==> src/rtl/alu_pkg.sv <==
// Shared definitions for the TotalALU front end: function codes, sequencer
// states and the function-code classifier.
package alu_pkg;

  // 6-bit TotalALU function codes
  localparam logic [5:0] FN_SLL   = 6'd0;
  localparam logic [5:0] FN_SRL   = 6'd2;
  localparam logic [5:0] FN_MFHI  = 6'd16;
  localparam logic [5:0] FN_MFLO  = 6'd18;
  localparam logic [5:0] FN_MULTU = 6'd25;
  localparam logic [5:0] FN_DIVU  = 6'd27;
  localparam logic [5:0] FN_ADD   = 6'd32;
  localparam logic [5:0] FN_SUB   = 6'd34;
  localparam logic [5:0] FN_AND   = 6'd36;
  localparam logic [5:0] FN_OR    = 6'd37;
  localparam logic [5:0] FN_SLT   = 6'd42;

  typedef enum logic [2:0] {
    ST_IDLE  = 3'd0,
    ST_ISSUE = 3'd1,
    ST_WAIT  = 3'd2,
    ST_RD_HI = 3'd3,
    ST_RD_LO = 3'd4,
    ST_RESP  = 3'd5
  } state_t;

  typedef enum logic [1:0] {
    CLS_SHORT = 2'd0,
    CLS_LONG  = 2'd1,
    CLS_ERR   = 2'd2
  } fn_class_t;

  // Classify a function code; MFHI/MFLO requests are ordinary short ops.
  function automatic fn_class_t fn_class(input logic [5:0] func);
    fn_class_t cls;
    case (func)
      FN_AND, FN_OR, FN_ADD, FN_SUB, FN_SLT,
      FN_SLL, FN_SRL, FN_MFHI, FN_MFLO: cls = CLS_SHORT;
      FN_MULTU, FN_DIVU:                cls = CLS_LONG;
      default:                          cls = CLS_ERR;
    endcase
    return cls;
  endfunction

endpackage

==> src/rtl/alu_sequencer_cycle_counter.sv <==
// Loadable down-counter that saturates at zero; done is high while the
// count is zero. A load of N gives done on the (N+1)-th edge after the load.
module cycle_counter #(
  parameter int W = 7
) (
  input  logic         clk,
  input  logic         reset,
  input  logic         load,
  input  logic [W-1:0] load_val,
  output logic         done
);

  localparam logic [W-1:0] ONE = {{(W-1){1'b0}}, 1'b1};

  logic [W-1:0] count;

  // Load has priority; otherwise count down and hold at zero
  always_ff @(posedge clk or posedge reset) begin
    if (reset) begin
      count <= '0;
    end else if (load) begin
      count <= load_val;
    end else if (count != '0) begin
      count <= count - ONE;
    end
  end

  assign done = (count == '0);

endmodule

==> src/rtl/alu_sequencer.sv <==
// Front-end sequencer for TotalALU. Accepts one op over valid/ready, drives
// the ALU inputs, runs MFHI/MFLO after MULTU/DIVU and returns the result on
// a valid/ready response channel. The ALU output is registered, so every
// result is sampled one cycle after its code has been removed from the bus.
module alu_sequencer
  import alu_pkg::*;
#(
  parameter int ALU_LAT     = 1,
  parameter int LONG_CYCLES = 35
) (
  input  logic        clk,
  input  logic        reset,
  input  logic        req_valid,
  output logic        req_ready,
  input  logic [5:0]  req_func,
  input  logic [31:0] req_a,
  input  logic [31:0] req_b,
  output logic        resp_valid,
  input  logic        resp_ready,
  output logic [31:0] resp_lo,
  output logic [31:0] resp_hi,
  output logic        resp_err,
  output logic        busy,
  output logic [5:0]  alu_signal,
  output logic [31:0] alu_a,
  output logic [31:0] alu_b,
  input  logic [31:0] alu_result
);

  localparam int MAX_CYC = (LONG_CYCLES > ALU_LAT) ? LONG_CYCLES : ALU_LAT;
  localparam int CNT_W   = $clog2(MAX_CYC) + 1;
  localparam logic [CNT_W-1:0] LOAD_LONG = CNT_W'(LONG_CYCLES - 1);
  localparam logic [CNT_W-1:0] LOAD_LAT  = CNT_W'(ALU_LAT - 1);

  state_t           state;
  fn_class_t        req_cls;
  logic             is_long;
  logic             cap_hi;
  logic             cnt_load;
  logic [CNT_W-1:0] cnt_val;
  logic             cnt_done;

  assign req_ready = (state == ST_IDLE);
  assign busy      = (state != ST_IDLE);

  // Classify the incoming request code
  always_comb begin
    req_cls = fn_class(req_func);
  end

  // Counter reload at the start of each timed phase
  always_comb begin
    cnt_load = 1'b0;
    cnt_val  = '0;
    if (state == ST_IDLE && req_valid && req_cls != CLS_ERR) begin
      cnt_load = 1'b1;
      cnt_val  = (req_cls == CLS_LONG) ? LOAD_LONG : LOAD_LAT;
    end else if (state == ST_ISSUE && cnt_done && is_long) begin
      cnt_load = 1'b1;
      cnt_val  = LOAD_LAT;
    end else if (state == ST_RD_HI && cnt_done) begin
      cnt_load = 1'b1;
      cnt_val  = LOAD_LAT;
    end else begin
      cnt_load = 1'b0;
      cnt_val  = '0;
    end
  end

  cycle_counter #(.W(CNT_W)) u_cycle_counter (
    .clk      (clk),
    .reset    (reset),
    .load     (cnt_load),
    .load_val (cnt_val),
    .done     (cnt_done)
  );

  // Sequencer FSM with registered ALU and response outputs
  always_ff @(posedge clk or posedge reset) begin
    if (reset) begin
      state      <= ST_IDLE;
      alu_signal <= FN_MFHI;
      alu_a      <= 32'd0;
      alu_b      <= 32'd0;
      resp_valid <= 1'b0;
      resp_lo    <= 32'd0;
      resp_hi    <= 32'd0;
      resp_err   <= 1'b0;
      is_long    <= 1'b0;
      cap_hi     <= 1'b0;
    end else begin
      // MFHI result appears on alu_result one cycle after RD_HI ends
      cap_hi <= 1'b0;
      if (cap_hi) begin
        resp_hi <= alu_result;
      end
      case (state)
        ST_IDLE: begin
          if (req_valid) begin
            if (req_cls == CLS_ERR) begin
              // Never reaches the ALU; resp_valid/resp_err rise next edge
              state <= ST_RESP;
            end else begin
              state      <= ST_ISSUE;
              alu_signal <= req_func;
              alu_a      <= req_a;
              alu_b      <= req_b;
              is_long    <= (req_cls == CLS_LONG);
            end
          end
        end
        ST_ISSUE: begin
          if (cnt_done) begin
            alu_signal <= FN_MFHI;
            alu_a      <= 32'd0;
            alu_b      <= 32'd0;
            state      <= is_long ? ST_RD_HI : ST_WAIT;
          end
        end
        ST_RD_HI: begin
          if (cnt_done) begin
            alu_signal <= FN_MFLO;
            cap_hi     <= 1'b1;
            state      <= ST_RD_LO;
          end
        end
        ST_RD_LO: begin
          if (cnt_done) begin
            alu_signal <= FN_MFHI;
            state      <= ST_WAIT;
          end
        end
        ST_WAIT: begin
          // One cycle for the registered ALU output, then sample it
          resp_lo    <= alu_result;
          resp_valid <= 1'b1;
          if (!is_long) begin
            resp_hi <= 32'd0;
          end
          state <= ST_RESP;
        end
        ST_RESP: begin
          if (!resp_valid) begin
            // Only an error request enters RESP with resp_valid low
            resp_valid <= 1'b1;
            resp_err   <= 1'b1;
          end else if (resp_ready) begin
            resp_valid <= 1'b0;
            resp_err   <= 1'b0;
            resp_lo    <= 32'd0;
            resp_hi    <= 32'd0;
            state      <= ST_IDLE;
          end
        end
        default: begin
          state <= ST_IDLE;
        end
      endcase
    end
  end

endmodule
==> config.mk <==
export PLATFORM = sky130hd
export DESIGN_NAME = alu_sequencer
export DESIGN_NICKNAME = d
export VERILOG_FILES = /design/src/rtl/alu_pkg.sv /design/src/rtl/alu_sequencer_cycle_counter.sv /design/src/rtl/alu_sequencer.sv
export SDC_FILE = /design/constraint.sdc
export NUM_CORES = 1
export LEC_CHECK = 0
export CORE_AREA = 2 2 134 123
export CTS_CLUSTER_SIZE = 10
export DETAILED_ROUTE_END_ITERATION = 8
export DIE_AREA = 0 0 136 125
export GPL_ROUTABILITY_DRIVEN = 0
export GPL_TIMING_DRIVEN = 1
export PLACE_DENSITY = 0.73
export SETUP_SLACK_MARGIN = 0.4
export SYNTH_ARGS = -nofsm -noshare
export SYNTH_HDL_FRONTEND = slang
export SYNTH_SLANG_ARGS = --single-unit
==> constraint.sdc <==
create_clock -name clk -period 13.54 [get_ports clk]
set_input_delay 2.031 -clock clk [delete_from_list [all_inputs] [get_ports clk]]
set_output_delay 2.031 -clock clk [all_outputs]
set_load 0.01 [all_outputs]
==> results of run 1 <==
==> per-stage QoR <==
step | power [W] | utilization
6_report | 0.00190 | 0.589
2_1_floorplan | 0.00100 | -
5_1_grt | 0.00202 | 0.589
4_1_cts | 0.00193 | 0.588
3_5_place_dp | 0.00142 | 0.549
3_3_place_gp | 0.00140 | 0.549
==> registers in the layout, summed over array words and instances (netlist names) <==
name / cells
alu_a: 32
alu_b: 32
alu_signal: 6
cap_hi: 1
is_long: 1
resp_err: 1
resp_hi: 32
resp_lo: 32
resp_valid: 1
state: 3
u_cycle_counter.count: 7
==> layer usage <==
layer,global-route usage,vias to the layer above
met5,0,-
met4,0.0625,0
met3,0.0888,10
met2,0.318,247
met1,0.267,2526
li1,-,2416
==> cell families (layout without fill, tap and decap cells) <==
| logic type | after synthesis | after routing | synth area share |
|---|---|---|---|
| and+or+nand+nor | 284 | 284 | 0.208 |
| DFF | 148 | 148 | 0.608 |
| AOI/OAI and AO/OA | 57 | 57 | 0.0786 |
| buffers and inverters | 47 | 290 | 0.0396 |
| muxes | 33 | 33 | 0.0544 |
| xor gates and xnor gates | 5 | 5 | 0.00719 |
| adders and majority gates | 2 | 2 | 0.00411 |
| other | 0 | 1 | 0 |
==> how the worst min path moves through the flow <==
stage                              to  cells past startpoint
after global placement      alu_b[26]                      2
after floorplan               is_long                      2
after CTS                    alu_b[1]                      2
after detailed placement  resp_lo[26]                      1
after global routing      resp_lo[11]                      1
final                      resp_lo[2]                      1
==> final cells by class <==
class                           count  share of cell area
Inverter                            9             0.00419
Multi-Input combinational cell    381               0.234
Clock inverter                     15              0.0209
Tap cell                          207              0.0279
Sequential cell                   148               0.400
Clock buffer                       17              0.0459
Timing Repair Buffer              249               0.267
Antenna cell                        1            0.000270
==> synthesized netlist by cell type (4+ instances only) <==
master	count
dfrtp_1	147
nand2_1	140
nand3_1	72
nor2_1	45
a22o_1	33
mux2i_1	32
buf_2	19
clkbuf_1	13
inv_1	9
nand3b_1	6
buf_6	5
o21ai_0	4
==> power breakdown <==
part	switching [W]	total, W	internal [W]
Combinational	0.000299	0.000692	0.000394
Clock	0.000194	0.000489	0.000295
Sequential	0.000114	0.000719	0.000605
==> flow_summary.ini, run 1 <==
[route]
routed-wl-met2_um = 7880
vias = 5199
dr_wl_met3_um = 1870
vias_per_cell = 5.06
drc = 0
ant_nets = 0
met1_length_um = 7050
totalWireLength_um = 16900
wl_per_cell_um = 16.5
dr.max_layer_used = met4
drt_iter0_drc = 236
first_pass_iters = 4

[logic_synthesis]
yosysWarningCount = 0
yosysSeqAreaShare = 0.608
syn-num-nets = 684
synth_area_leaders = dfrtp_1, nand2_1, nand3_1
yosys.area.top_type = dfrtp_1
synth_area_mm2 = 0.00609
dominantRegCellSynth = dfrtp_1
synth_edf_count = 0
syn_area_per_cell_um2 = 10.6
synth_seq_cells = 148
synth_cells = 576
synth.distinct_cells = 48
async_flop_share = 1.00
yosysTopAreaCellShare = 0.604

[placed_design]
dp_hpwl_um = 11500
place_area_mm2 = 0.00865
place_ws_ps = 8930
placedCellCount = 994
io_buffers = 243

[power_and_ir_drop]
leakagePower_nw = 4.25
p_per_area_mw_per_mm2 = 205
ir_worst_vdd_uv = 115

[sta]
finalHoldViolCount = 0
layout_setup_ws_ps = 9340
fin_tns_setup_ps = 0
rsz0062_at_grt = false
slew_viol_final = 0
tightest_slew_ps = 1200
period_share = 0.310
finalSetupViolations = 0
skew_ps = 12.6
slew_headroom = 0.195
min_period_ps = 4200
fmax_mhz = 238
whs_ps = 496

[cts]
cts_sinks = 148
cts_setup_buffers = 0
cts-buffers-inserted = 17
root_buffer = clkbuf_16
cts_resized = 0
cts_tree = done
h-tree-depth = 4
clk_latency_ps = 420
postCtsHoldBufs = 0
cts_buffer_depth = 2
path_clk_slew_ps = 60

[worst_setup_path]
critPathMaxFanout = 58
path_cells = clkdlybuf4s50_1 > and4bb_2 > o31ai_4 > a211o_2 > buf_4 > nand2_2 > a21oi_1
critPathCapture = u_cycle_counter.count[6]
critPathArrivalTime_ps = 4530
worstPathRequired_ps = 13870
cpMaxStageDelayCell = buf_4
path_depth = 7
path_delay_family = buffers and inverters
startpoint_type = input port
critPathKind = in -> reg
reg2reg_from = u_cycle_counter.count[2]
r2r_slack_ps = 10930
crit_start = req_func[1]
worst_r2r_path_depth = 5
cpPeakStageDelay_ps = 570
rr_endpoint = alu_b[26]
critPathBufInv = 2
endpoint_kind = register

[global_routing]
grt_pass1_wl_um = 27500
antenna_found_initial = 1
track_usage = 0.207
grt_max_degree = 82
grt_pass1_vias = 5235
globalRouteOverflowTotal = 0

[finish]
n_fill_cell = 1293
multi_input_area_mm2 = 0.00216
layout_common_cells = clkdlybuf4s50_1, dfrtp_1, nand2_1
design_area_mm2 = 0.00927
syn2layout_area_growth_pct = 52.1
register_area_mm2 = 0.00371
nNetsFinal = 914
post_layout_nonfiller_instances = 1027
drive_above_1_share = 0.0659
final_common_cell = clkdlybuf4s50_1

[run_status]
outcome = completed

[die]
start_util = 0.387
ios = 244
die_x_um = 136
rows = 44
coreArea_mm2 = 0.0157
dieArea_mm2 = 0.0170
die_y_um = 125

[worst_hold_path]
hold_path_class = reg -> reg
hp-start = resp_lo[2]

[job]
maxCapViolations = 0
No activity file was read; power rests on OpenSTA's default activity.
==> inputs of run 2 (changes only) <==
==> constraint.sdc (replaced) <==
create_clock -name clk -period 4.1 [get_ports clk]
set_input_delay 0.615 -clock clk [delete_from_list [all_inputs] [get_ports clk]]
set_output_delay 0.615 -clock clk [all_outputs]
set_load 0.01 [all_outputs]
==> run 2 against run 1 <==
Sequential power grew to 3.3 times the previous value. Utilization fell by 0.095 points. Hold slack improved by 2.2 ps. Setup slack lost 7900 ps. Global-route usage decreased by 0.27 points. Non-clock buffer count is 2 higher. Clock skew down 1.8 ps. Count of clock-buffer cells in the layout is 1 higher. Flip-flop and latch count is the same. Combinational power increased to 3.3 times the previous value. Clock power grew to 3.1 times the previous value. Design area decreased by 0.16%. Largest cell class unchanged.
==> flow_summary.ini, run 2 (synthesized netlist as in run 1, its figures left out) <==
[route]
first_pass_iters = 4
ant_nets = 0
totalWireLength_um = 17100
vias_per_cell = 5.08
drc = 0
wl_per_cell_um = 16.6
vias = 5218
drt_iter0_drc = 321

[worst_setup_path]
startpoint_type = input port
critPathMaxFanout = 50
cpMaxStageDelayCell = a211o_2
worstPathRequired_ps = 4450
cpPeakStageDelay_ps = 770
critPathKind = in -> reg
critPathArrivalTime_ps = 3050
path_cells = clkdlybuf4s50_1 > and4bb_2 > o31ai_4 > a211o_2 > buf_4 > nand3_1 > nand2_1
endpoint_kind = register

[sta]
slew_headroom = 0.227
fin_tns_setup_ps = 0
skew_ps = 10.9
finalHoldViolCount = 0
rsz0062_at_grt = false
tightest_slew_ps = 1160
slew_viol_final = 0
min_period_ps = 2700
fmax_mhz = 370
period_share = 0.659
finalSetupViolations = 0
layout_setup_ws_ps = 1400

[cts]
clk_latency_ps = 420
cts_setup_buffers = 0
path_clk_slew_ps = 60
cts-buffers-inserted = 17
postCtsHoldBufs = 0
cts_sinks = 148
cts_buffer_depth = 2
root_buffer = clkbuf_16
cts_resized = 0
cts_tree = done
h-tree-depth = 4

[finish]
final_common_cell = clkdlybuf4s50_1
final_util = 0.588
syn2layout_area_growth_pct = 51.8
post_layout_nonfiller_instances = 1028
drive_above_1_share = 0.0682
layout_common_cells = clkdlybuf4s50_1, dfrtp_1, nand2_1
antenna_cells = 0
nNetsFinal = 916

[global_routing]
grt_max_degree = 84
grt_pass1_wl_um = 27200
grt_pass1_vias = 5086
track_usage = 0.204
globalRouteOverflowTotal = 0
antenna_found_initial = 0

[power_and_ir_drop]
leakagePower_nw = 4.24
total_power_w = 0.00619
p_per_area_mw_per_mm2 = 669
ir_worst_vdd_uv = 342

[placed_design]
placedCellCount = 996
io_buffers = 243
dp_hpwl_um = 11900
place_ws_ps = 985

[worst_hold_path]
hold_path_class = reg -> reg

[die]
coreArea_mm2 = 0.0157
start_util = 0.387
die_x_um = 136
dieArea_mm2 = 0.0170
rows = 44
ios = 244
die_y_um = 125

[run_status]
outcome = completed

[job]
maxCapViolations = 0
==> run 2: cell count changes in the layout (fill, tap and decap cells not counted) <==
cell | before | now
bufinv_16 | 3 | 1
buf_12 | 0 | 1
clkinv_2 | 0 | 1
diode_2 | 1 | 0
inv_6 | 6 | 4
inv_8 | 1 | 2
buf_4 | 6 | 7
clkinvlp_4 | 3 | 4
clkbuf_8 | 0 | 1
==> run 2: per-layer routing <==
layer  global-route usage  vias up  part of all wire
met2                0.311      272              0.45
met1                0.280     2502              0.44
met5                    0        -                 0
met3               0.0645       22              0.10
li1                     -     2422                 -
met4               0.0650        0             0.015
==> run 2: layout make-up <==
class                   instances  area (µm²)
fillers                      1276        6490
flip-flops and latches        148        3710
repair buffers                251        2500
multi-input cells             381        2160
clock buffers                  18         439
well taps                     207         259
clock inverters                14         141
inverters                       9        37.5
==> run 2: path summary, 6_finish.rpt <==
kind	from	endpoint	slack, ps	cells past startpoint
min in group asynchronous	reset	resp_lo[30]	570	2
worst min-delay path	resp_lo[26]	resp_lo[26]	500	1
worst max-delay path	req_func[1]	alu_b[24]	1400	7
max in group asynchronous	reset	cap_hi	2600	3
worst max register to register	u_cycle_counter.count[2]	alu_a[9]	1520	5
worst min register to register	resp_lo[26]	resp_lo[26]	500	1
==> run 2: stage by stage <==
stage	area (µm²)	hold slack, ps
5_1_grt	9250	512
6_report	9250	498
3_3_place_gp	8670	481
2_1_floorplan	6100	506
3_5_place_dp	8670	485
4_1_cts	9250	503
==> run 2: critical path: cells and delay by family <==
family / cells / cell delay [ps]
AND/OR/NAND/NOR: 3 / 500
AO/OA/AOI/OAI: 2 / 1050
buffers and inverters: 2 / 870
==> run 2: power by group <==
group	switching [W]	total, W	leakage [nW]	internal, W
Combinational	0.000967	0.00227	2.01	0.00130
Sequential	0.000403	0.00240	1.95	0.00200
Clock	0.000649	0.00152	0.278	0.000868
Total	0.00202	0.00619	4.24	0.00417
==> inputs of run 3 (changes only) <==
--- a/config.mk
+++ b/config.mk
@@ -5,13 +5,13 @@
 export SDC_FILE = /design/constraint.sdc
 export NUM_CORES = 1
 export LEC_CHECK = 0
-export CORE_AREA = 2 2 134 123
+export CORE_AREA = 2 2 135 124
 export CTS_CLUSTER_SIZE = 10
 export DETAILED_ROUTE_END_ITERATION = 8
-export DIE_AREA = 0 0 136 125
+export DIE_AREA = 0 0 137 126
 export GPL_ROUTABILITY_DRIVEN = 0
 export GPL_TIMING_DRIVEN = 1
-export PLACE_DENSITY = 0.73
+export PLACE_DENSITY = 0.75
 export SETUP_SLACK_MARGIN = 0.4
 export SYNTH_ARGS = -nofsm -noshare
 export SYNTH_HDL_FRONTEND = slang
==> constraint.sdc (replaced) <==
create_clock -name clk -period 2.3 [get_ports clk]
set_input_delay 0.345 -clock clk [delete_from_list [all_inputs] [get_ports clk]]
set_output_delay 0.345 -clock clk [all_outputs]
set_load 0.01 [all_outputs]
==> run 3 against run 2 <==
Largest cell class unchanged. Register-to-register slack got worse by 970 ps. Hold slack got worse by 160 ps. Flip-flop and latch count did not move. Non-clock buffer count rose by 12.
==> flow_summary.ini, run 3 (synthesized netlist as in run 1, its figures left out) <==
[run_status]
outcome = completed

[cts]
path_clk_slew_ps = 60
h-tree-depth = 4
root_buffer = clkbuf_16
clk_latency_ps = 430
cts_sinks = 148
cts-buffers-inserted = 17
cts_tree = done
cts_buffer_depth = 2

[global_routing]
grt_max_degree = 85
grt_pass1_vias = 5194
antenna_found_initial = 1
globalRouteOverflowTotal = 0
track_usage = 0.207
grt_pass1_wl_um = 27800

[job]
maxCapViolations = 0

[die]
start_util = 0.384
dieArea_mm2 = 0.0173
ios = 244
die_y_um = 126
die_x_um = 137
coreArea_mm2 = 0.0159
rows = 44

[worst_setup_path]
startpoint_type = input port
worstPathRequired_ps = 2600
critPathArrivalTime_ps = 2170
critPathMaxFanout = 68
endpoint_kind = register
critPathKind = in -> reg

[power_and_ir_drop]
leakagePower_nw = 4.34
p_per_area_mw_per_mm2 = 1180
ir_worst_vdd_uv = 703

[sta]
skew_ps = 10.3
fmax_mhz = 536
finalSetupViolations = 0
period_share = 0.811
finalHoldViolCount = 0
min_period_ps = 1870
tightest_slew_ps = 557
slew_headroom = 0.626
rsz0062_at_grt = false
slew_viol_final = 0
fin_tns_setup_ps = 0

[placed_design]
place_area_mm2 = 0.00879
io_buffers = 243
dp_hpwl_um = 11400

[route]
drc = 0
met1_length_um = 7160
first_pass_iters = 5
ant_nets = 0
vias = 5235
vias_per_cell = 5.03
wl_per_cell_um = 16.8
routed-wl-met2_um = 8180
dr.max_layer_used = met4
drt_iter0_drc = 233
totalWireLength_um = 17500
dr_wl_met3_um = 1980

[finish]
syn2layout_area_growth_pct = 55.0
final_common_cell = clkdlybuf4s50_1
layout_common_cells = clkdlybuf4s50_1, dfrtp_1, nand2_1
nNetsFinal = 928
drive_above_1_share = 0.0876
design_area_mm2 = 0.00944

[worst_hold_path]
hold_path_class = in -> reg
-- run 3: cell count changes in the layout (fill, tap and decap cells not counted), sizes merged --
cell / change
buf: +12
clkdlybuf4s15: +1
clkdlybuf4s50: -4
clkinvlp: -1
diode: +1
dlygate4sd2: +2
dlymetal6s2s: +1
inv: +1
-- run 3: worst max-delay path, stage by stage --
cell	delay [ps]
clkdlybuf4s50_1	520
nor4bb_4	350
o31ai_4	110
a211o_2	360
buf_12	210
nand3_1	140
nand2_1	80
-- run 3: path summary, 6_finish.rpt --
path | startpoint | to | slack (ps) | cells past startpoint
setup / recovery | req_func[0] | alu_b[20] | 430 | 7
hold / removal | req_func[2] | alu_signal[2] | 340 | 3
setup reg to reg | u_cycle_counter.count[2] | u_cycle_counter.count[5] | 550 | 6
hold reg to reg | alu_a[24] | alu_a[24] | 500 | 2
max in group asynchronous | reset | alu_signal[4] | 1480 | 3
min in group asynchronous | reset | resp_lo[2] | 410 | 3
-- run 3: metal layers --
| metal | global-route usage | vias up |
|---|---|---|
| li1 | - | 2456 |
| met1 | 0.260 | 2544 |
| met2 | 0.320 | 221 |
| met3 | 0.0974 | 14 |
| met4 | 0.0600 | 0 |
| met5 | 0 | - |
-- run 3: layout make-up --
| type | instances | area (µm²) |
|---|---|---|
| repair buffers | 263 | 2660 |
| diodes | 1 | 2.50 |
| clock buffers | 18 | 439 |
| well taps | 207 | 259 |
| clock inverters | 14 | 143 |
| inverters | 9 | 37.5 |
| flip-flops and latches | 148 | 3710 |
| fillers | 1341 | 6410 |
| multi-input cells | 381 | 2190 |
-- run 3: metrics by stage --
stage | cells | util | hold WS [ps] | worst slack (ps) | power [W]
2_1_floorplan | 576 | - | 450 | 94.8 | 0.00591
5_1_grt | 1041 | 0.596 | 329 | 396 | 0.0118
4_1_cts | 1035 | 0.591 | 410 | 319 | 0.0112
3_5_place_dp | 1003 | 0.554 | 481 | 43.9 | 0.00838
3_3_place_gp | 1003 | 0.554 | 479 | 101 | 0.00832
6_report | 1041 | 0.596 | 337 | 434 | 0.0111
-- run 3: repair_timing --
item                       CTS  global route
hold buffers                 0             0
setup endpoints to repair   66            41
gates resized for setup      7             6
pin swaps                    0             1
buffers inserted             0             5
-- run 3: report_power, final --
group	switching, W	leakage [nW]	internal, W
Clock	0.00117	0.282	0.00155
Sequential	0.000633	1.95	0.00356
Combinational	0.00182	2.11	0.00240
